**config.mk**
```make
export PLATFORM = sky130hd
export DESIGN_NAME = dcache_dm_wb
export DESIGN_NICKNAME = d
export VERILOG_FILES = /design/src/rtl/dcache_dm_wb.sv
export SDC_FILE = /design/constraint.sdc
export NUM_CORES = 2
export LEC_CHECK = 0
export CAP_MARGIN = 20
export CORE_UTILIZATION = 42
export DETAILED_ROUTE_END_ITERATION = 16
export SKIP_CTS_REPAIR_TIMING = 1
export SYNTH_ARGS = -nofsm -noshare
export SYNTH_HDL_FRONTEND = slang
export SYNTH_SLANG_ARGS = --single-unit
```
**constraint.sdc**
```tcl
create_clock -name clk -period 16.2 [get_ports clk]
set_clock_uncertainty 0.05 [all_clocks]
set_input_delay 3.24 -clock clk [delete_from_list [all_inputs] [get_ports clk]]
set_output_delay 3.24 -clock clk [all_outputs]
set_load 0.01 [all_outputs]
```
**src/rtl/dcache_dm_wb.sv**
```systemverilog
// dcache_dm_wb -- direct-mapped, write-back, write-allocate data cache.
//
// Sits between the pipeline MEM stage and a 128-bit block-wide memory.
// Data is stored exactly as received; no byte swapping.
//
// Ports
//   clk         single clock, all state updates on the rising edge
//   proc_reset  synchronous active-high reset
//   proc_read   load request            proc_write  store request
//   proc_addr   30-bit word address: [1:0] word, [INDEX_BITS+1:2] index, rest tag
//   proc_wdata  store data
//   proc_stall  request not complete this cycle (processor holds request)
//   proc_rdata  load data, valid on a read hit in IDLE, 0 otherwise
//   mem_read    block fill request      mem_write  block writeback request
//   mem_addr    28-bit block address
//   mem_wdata   writeback line, word w at [32w+31:32w]
//   mem_rdata   fill line, same layout
//   mem_ready   memory completes the current transaction this cycle
module dcache_dm_wb #(
    parameter int INDEX_BITS    = 3,
    parameter int WORD_SEL_BITS = 2   // fixed: 4 words per 128-bit line
) (
    input  logic         clk,
    input  logic         proc_reset,
    input  logic         proc_read,
    input  logic         proc_write,
    input  logic [29:0]  proc_addr,
    input  logic [31:0]  proc_wdata,
    output logic         proc_stall,
    output logic [31:0]  proc_rdata,
    output logic         mem_read,
    output logic         mem_write,
    output logic [27:0]  mem_addr,
    output logic [127:0] mem_wdata,
    input  logic [127:0] mem_rdata,
    input  logic         mem_ready
);
    localparam int LINES = 1 << INDEX_BITS;
    localparam int TAG_W = 28 - INDEX_BITS;
    localparam int WORDS = 1 << WORD_SEL_BITS;

    localparam logic [1:0] IDLE      = 2'd0;
    localparam logic [1:0] WRITEBACK = 2'd1;
    localparam logic [1:0] ALLOCATE  = 2'd2;

    logic [1:0]             state;
    logic [LINES-1:0]       valid_q;
    logic [LINES-1:0]       dirty_q;
    logic [TAG_W-1:0]       tag_q  [LINES];
    logic [WORDS-1:0][31:0] data_q [LINES];
    logic [27:0]            miss_addr_q;
    logic [27:0]            victim_addr_q;

    logic [WORD_SEL_BITS-1:0] word_sel;
    logic [INDEX_BITS-1:0]    idx;
    logic [TAG_W-1:0]         addr_tag;
    logic [INDEX_BITS-1:0]    miss_idx;
    logic [TAG_W-1:0]         miss_tag;
    logic [INDEX_BITS-1:0]    victim_idx;
    logic                     hit;
    logic                     req;

    assign word_sel   = proc_addr[WORD_SEL_BITS-1:0];
    assign idx        = proc_addr[INDEX_BITS+1:2];
    assign addr_tag   = proc_addr[29:INDEX_BITS+2];
    assign miss_idx   = miss_addr_q[INDEX_BITS-1:0];
    assign miss_tag   = miss_addr_q[27:INDEX_BITS];
    assign victim_idx = victim_addr_q[INDEX_BITS-1:0];

    assign hit = valid_q[idx] & (tag_q[idx] == addr_tag);
    assign req = proc_read | proc_write;

    // Reset masks the stall so the pipeline is not frozen while it is flushed.
    assign proc_stall = ~proc_reset & ((state != IDLE) | (req & ~hit));

    // A simultaneous read+write is a write, so no load data is returned.
    always_comb begin
        proc_rdata = '0;
        if (state == IDLE && proc_read && !proc_write && hit)
            proc_rdata = data_q[idx][word_sel];
    end

    always_comb begin
        mem_read  = (state == ALLOCATE);
        mem_write = (state == WRITEBACK);
        mem_addr  = '0;
        mem_wdata = '0;
        if (state == WRITEBACK) begin
            // The victim line is untouched until the fill, so reading it
            // straight from the array keeps the writeback data stable.
            mem_addr  = victim_addr_q;
            mem_wdata = data_q[victim_idx];
        end else if (state == ALLOCATE) begin
            mem_addr  = miss_addr_q;
        end
    end

    // Control state, valid and dirty bits.
    always_ff @(posedge clk) begin
        if (proc_reset) begin
            state   <= IDLE;
            valid_q <= '0;
            dirty_q <= '0;
        end else begin
            case (state)
                IDLE: begin
                    if (req) begin
                        if (hit) begin
                            if (proc_write) dirty_q[idx] <= 1'b1;
                        end else begin
                            miss_addr_q <= proc_addr[29:2];
                            if (valid_q[idx] & dirty_q[idx]) begin
                                victim_addr_q <= {tag_q[idx], idx};
                                state         <= WRITEBACK;
                            end else begin
                                state         <= ALLOCATE;
                            end
                        end
                    end
                end
                WRITEBACK: begin
                    if (mem_ready) state <= ALLOCATE;
                end
                ALLOCATE: begin
                    if (mem_ready) begin
                        valid_q[miss_idx] <= 1'b1;
                        dirty_q[miss_idx] <= 1'b0;
                        state             <= IDLE;
                    end
                end
                default: state <= IDLE;
            endcase
        end
    end

    // Data and tag arrays: no reset. Updates are suppressed during reset so an
    // aborted fill never leaves a partial line behind.
    always_ff @(posedge clk) begin
        if (!proc_reset) begin
            if (state == IDLE && proc_write && hit) begin
                data_q[idx][word_sel] <= proc_wdata;
            end else if (state == ALLOCATE && mem_ready) begin
                data_q[miss_idx] <= mem_rdata;
                tag_q[miss_idx]  <= miss_tag;
            end
        end
    end

endmodule
```
==> metrics.log <==
INFO  metric cellLeakagePower = 21.8 nW
INFO  metric placeableCoreArea = 135,000 um^2
INFO  metric rsz0062_at_grt = no
INFO  metric power.internal = 5.68 mW
INFO  metric max_freq = 78.0 MHz
INFO  metric dp.cells = 5,595
INFO  metric num_rows = 135
INFO  metric wirelength = 212,000 um
INFO  metric ff2ff_setup_slack = 10,680 ps
INFO  metric synth.yosys.warnings = 0
INFO  metric power.share.clock = 42.3%
INFO  metric setup.worst_path.start_class = primary input
INFO  metric via_per_inst = 6.58
INFO  metric cts_sinks = 1,301
INFO  metric status = complete, no violations
INFO  metric yosys.area_share.simple = 5.92%
INFO  metric stdcell_count = 5,850
INFO  metric setup_viol_count_final = 0
INFO  metric ctsLongestPathBuffers = 3
INFO  metric final.fill_count = 11,300
INFO  metric synth.area.mux_share = 15.9%
INFO  metric route.antenna.remaining_nets = 0
INFO  metric slowest_delay = 880 ps
INFO  metric combinational_family_with_the_most_area_after_synthesis = multiplexers
INFO  metric die_wd = 371 um
INFO  metric synth_flop_cell = sky130_fd_sc_hd__edfxtp_1
INFO  metric initial_core_util = 42.3%
INFO  metric synth_compound_area_share = 8.01%
INFO  metric total_nets_after_synthesis = 3,800
INFO  metric floorplan.io_pins = 386
INFO  metric worstHoldPathType = register to register
INFO  metric tritonroute_pass_1_iters = 6
INFO  metric gp_routability_congestion = 0.888
INFO  metric clock-root-buffer = sky130_fd_sc_hd__clkbuf_16
INFO  metric critical_path_peak_fanout = 34
INFO  metric cp_top_family = buffers and inverters
INFO  metric power_switching_share = 23.0%
INFO  metric grt_max_degree = 159
INFO  metric ir_drop = 74.5 uV
INFO  metric fin_ws = 3380 ps
INFO  metric drt_iter0_drc = 5,173
INFO  metric post_drt_wl_per_cell = 36.2 um
INFO  metric remaining_overflow_grt = 0
INFO  metric synth_edf_count = 1,280
INFO  metric tightest_slew = 1170 ps
INFO  metric cts_clock_pin_slew_for_the_worst_setup_and_hold_paths = 60 ps
INFO  metric layout_commonest_cell = sky130_fd_sc_hd__edfxtp_1
INFO  metric drv.max_cap_violation_count = 0
INFO  metric power.combinational.fraction = 6.6%
INFO  metric critical_path.slowest_cell = sky130_fd_sc_hd__nor2b_1
INFO  metric power.density_cell_area = 109 nW/um^2
INFO  metric adder_cell_area_share_of_the_yosys_netlist = 0%
INFO  metric clock_latency = 790 ps
INFO  metric ys_seq_elements = 1,301
INFO  metric finish.net_count = 4,154
INFO  metric timing.setup.tns = 0 ps
INFO  metric critical_path_s_most_frequent_cell = sky130_fd_sc_hd__buf_4
INFO  metric num_vias = 38,500
INFO  metric endpoint_kind = primary output
INFO  metric critical_path_required = 12,910 ps
INFO  metric total_die_area = 138,000 um^2
INFO  metric min_clock_period_post_route = 12,820 ps
INFO  metric crit_path_cell_trace = buf_4, buf_4, nor2b_1, buf_4, a22oi_1, a21o_1, a2111oi_0, o2111ai_1, nor4_4, nand4b_2, buf_4, a311oi_1, clkdlybuf4s50_1
INFO  metric dpl.hpwl = 129,000 um
INFO  metric asyncSetResetFlopFracSynth = 0%
INFO  metric cts-buffers-inserted = 140
INFO  metric synthXorXnorAreaFrac = 0.214%
INFO  metric layout-area-overhead-vs-synth = 18.5%
INFO  metric critical_path_buf_inv_count = 5
INFO  metric synth-seq-area-share = 68.0%
INFO  metric fin_crit_sh = 79.1%
INFO  metric cts_tree = done
INFO  metric seq_power_share = 51.1%
INFO  metric first_pass_grt_wire_length = 291,000 um
INFO  metric die_h = 371 um
INFO  metric gr-usage-all-layers = 30.5%
INFO  metric post-route-drc-count = 0
INFO  metric io_buffer_count = 385
INFO  metric number_of_antenna_violations_at_the_first_check_in_global_routing = 10
INFO  metric final_hold_viol_count = 0
INFO  metric maxSlewViolCount = 0
INFO  metric crit_type = primary input to primary output
INFO  metric synthTopCellsByArea = sky130_fd_sc_hd__edfxtp_1, sky130_fd_sc_hd__mux4_2, sky130_fd_sc_hd__o22ai_1, sky130_fd_sc_hd__mux2i_1, sky130_fd_sc_hd__nand2_1
INFO  metric synthDistinctLibCells = 62
INFO  metric timing.critical_path.arrival = 9530 ps
INFO  metric post-synth-top-area-cell = sky130_fd_sc_hd__edfxtp_1
INFO  metric cts.htree.levels = 4
INFO  metric post_synth_instance_area = 57,200 um^2
INFO  metric syn_inst = 3,605
INFO  metric number_of_global_route_vias_before_repair = 37,700
INFO  metric layout.cells.most_common_list = sky130_fd_sc_hd__edfxtp_1, sky130_fd_sc_hd__o22ai_1, sky130_fd_sc_hd__clkdlybuf4s50_1, sky130_fd_sc_hd__nand2_1, sky130_fd_sc_hd__mux4_2
INFO  metric dpl_worst_slack = 3430 ps
INFO  metric post-synth-top-area-fraction = 67.2%
INFO  metric total_switching_power = 1.69 mW
INFO  metric synthesis.area_per_instance = 15.9 um^2
INFO  metric worst_slew_margin_rel = 21.2%
INFO  metric drive_above_1_share = 17.1%
power by group through the flow:
stage | logic [mW] | registers [mW] | clock network, mW
after floorplan | 0.218 | 3.83 | 0
after global placement | 0.473 | 3.83 | 0
after detailed placement | 0.474 | 3.83 | 0
after CTS | 0.476 | 3.76 | 3.14
after global routing | 0.502 | 3.76 | 3.27
final | 0.486 | 3.76 | 3.12
Yosys cell counts, types with 5 or more instances:
| library cell | n |
|---|---|
| sky130_fd_sc_hd__or2_2 | 5 |
| sky130_fd_sc_hd__mux2_2 | 48 |
| sky130_fd_sc_hd__o22ai_1 | 383 |
| sky130_fd_sc_hd__a211oi_1 | 36 |
| sky130_fd_sc_hd__o221ai_1 | 38 |
| sky130_fd_sc_hd__or4_1 | 22 |
| sky130_fd_sc_hd__buf_1 | 78 |
| sky130_fd_sc_hd__a221oi_1 | 12 |
| sky130_fd_sc_hd__edfxtp_1 | 1280 |
| sky130_fd_sc_hd__o21ai_0 | 31 |
| sky130_fd_sc_hd__a22oi_1 | 21 |
| sky130_fd_sc_hd__nand3_1 | 10 |
| sky130_fd_sc_hd__nand2b_1 | 8 |
| sky130_fd_sc_hd__a22o_1 | 30 |
| sky130_fd_sc_hd__a311oi_1 | 17 |
| sky130_fd_sc_hd__o21a_1 | 5 |
| sky130_fd_sc_hd__nor2b_1 | 10 |
| sky130_fd_sc_hd__nand4_1 | 5 |
| sky130_fd_sc_hd__a21oi_1 | 49 |
| sky130_fd_sc_hd__nor2_1 | 274 |
| sky130_fd_sc_hd__dfxtp_1 | 21 |
| sky130_fd_sc_hd__nand2_1 | 340 |
| sky130_fd_sc_hd__mux4_2 | 288 |
| sky130_fd_sc_hd__nor3_1 | 32 |
| sky130_fd_sc_hd__buf_2 | 18 |
| sky130_fd_sc_hd__inv_1 | 16 |
| sky130_fd_sc_hd__mux2i_1 | 206 |
| sky130_fd_sc_hd__nor4_1 | 62 |
| sky130_fd_sc_hd__o22a_1 | 23 |
| sky130_fd_sc_hd__buf_4 | 11 |
| sky130_fd_sc_hd__xnor2_1 | 11 |
| sky130_fd_sc_hd__a2111oi_0 | 5 |
| sky130_fd_sc_hd__clkbuf_1 | 161 |
| sky130_fd_sc_hd__and2_1 | 5 |
registers in the layout, indices dropped and copies added, names as in the netlist, named ones only:
name           count
state              2
valid_q            8
data_q          1024
dirty_q            8
victim_addr_q     28
miss_addr_q       28
tag_q            200
worst reg2reg max path, cell delays in order, from the launching register on:
cell and delay (ps):
sky130_fd_sc_hd__edfxtp_1 360, sky130_fd_sc_hd__mux4_2 470, sky130_fd_sc_hd__mux2_2 300, sky130_fd_sc_hd__xor2_1 170
sky130_fd_sc_hd__a2111oi_2 550, sky130_fd_sc_hd__nand4_1 340, sky130_fd_sc_hd__nor4_4 710, sky130_fd_sc_hd__a41oi_2 710
sky130_fd_sc_hd__nor2_4 910, sky130_fd_sc_hd__buf_4 560
final timing paths:
path	startpoint	end	cells past startpoint
setup / recovery	proc_addr[3]	proc_rdata[18]	13
hold / removal	valid_q[1]	valid_q[1]	2
setup reg to reg	tag_q[6][5]	data_q[3][53]	9
hold reg to reg	valid_q[1]	valid_q[1]	2
routing by layer:
layer | track usage [%] | vias to the layer above | wire [um]
met5 | 0 | - | 89
met4 | 14.3 | 14 | 9940
met3 | 8.35 | 423 | 24900
met2 | 47.1 | 2638 | 97800
met1 | 40.1 | 19900 | 79100
li1 | - | 15500 | -
final cells by class:
type | count | area, um^2 | share of cell area, %
tap | 1781 | 2230 | 3.29
multi-input combinational | 2017 | 17600 | 25.9
inverter | 17 | 63.8 | 0.0941
clock buffer | 176 | 3660 | 5.40
antenna | 4 | 10.0 | 0.0148
sequential | 1301 | 38900 | 57.3
clock inverter | 72 | 734 | 1.08
timing repair buffer | 482 | 4650 | 6.86
through the flow:
stage                     hold slack, ps  power (mW)  instance area (um^2)  utilization [%]
after global routing                 446        7.53                 67800             50.1
after detailed placement             414        4.31                 63300             46.8
after global placement               401        4.31                 63300             46.8
after CTS                            425        7.38                 67700             50.1
after floorplan                      383        4.04                 57200                -
final                                429        7.37                 67800             50.1
logic make-up after synthesis:
kind of cell / after synthesis
xor+xnor: 14
compound gates: 677
flops: 1301
buf+inv: 287
simple gates: 784
mux: 542
(Power assumes the default switching activity.)
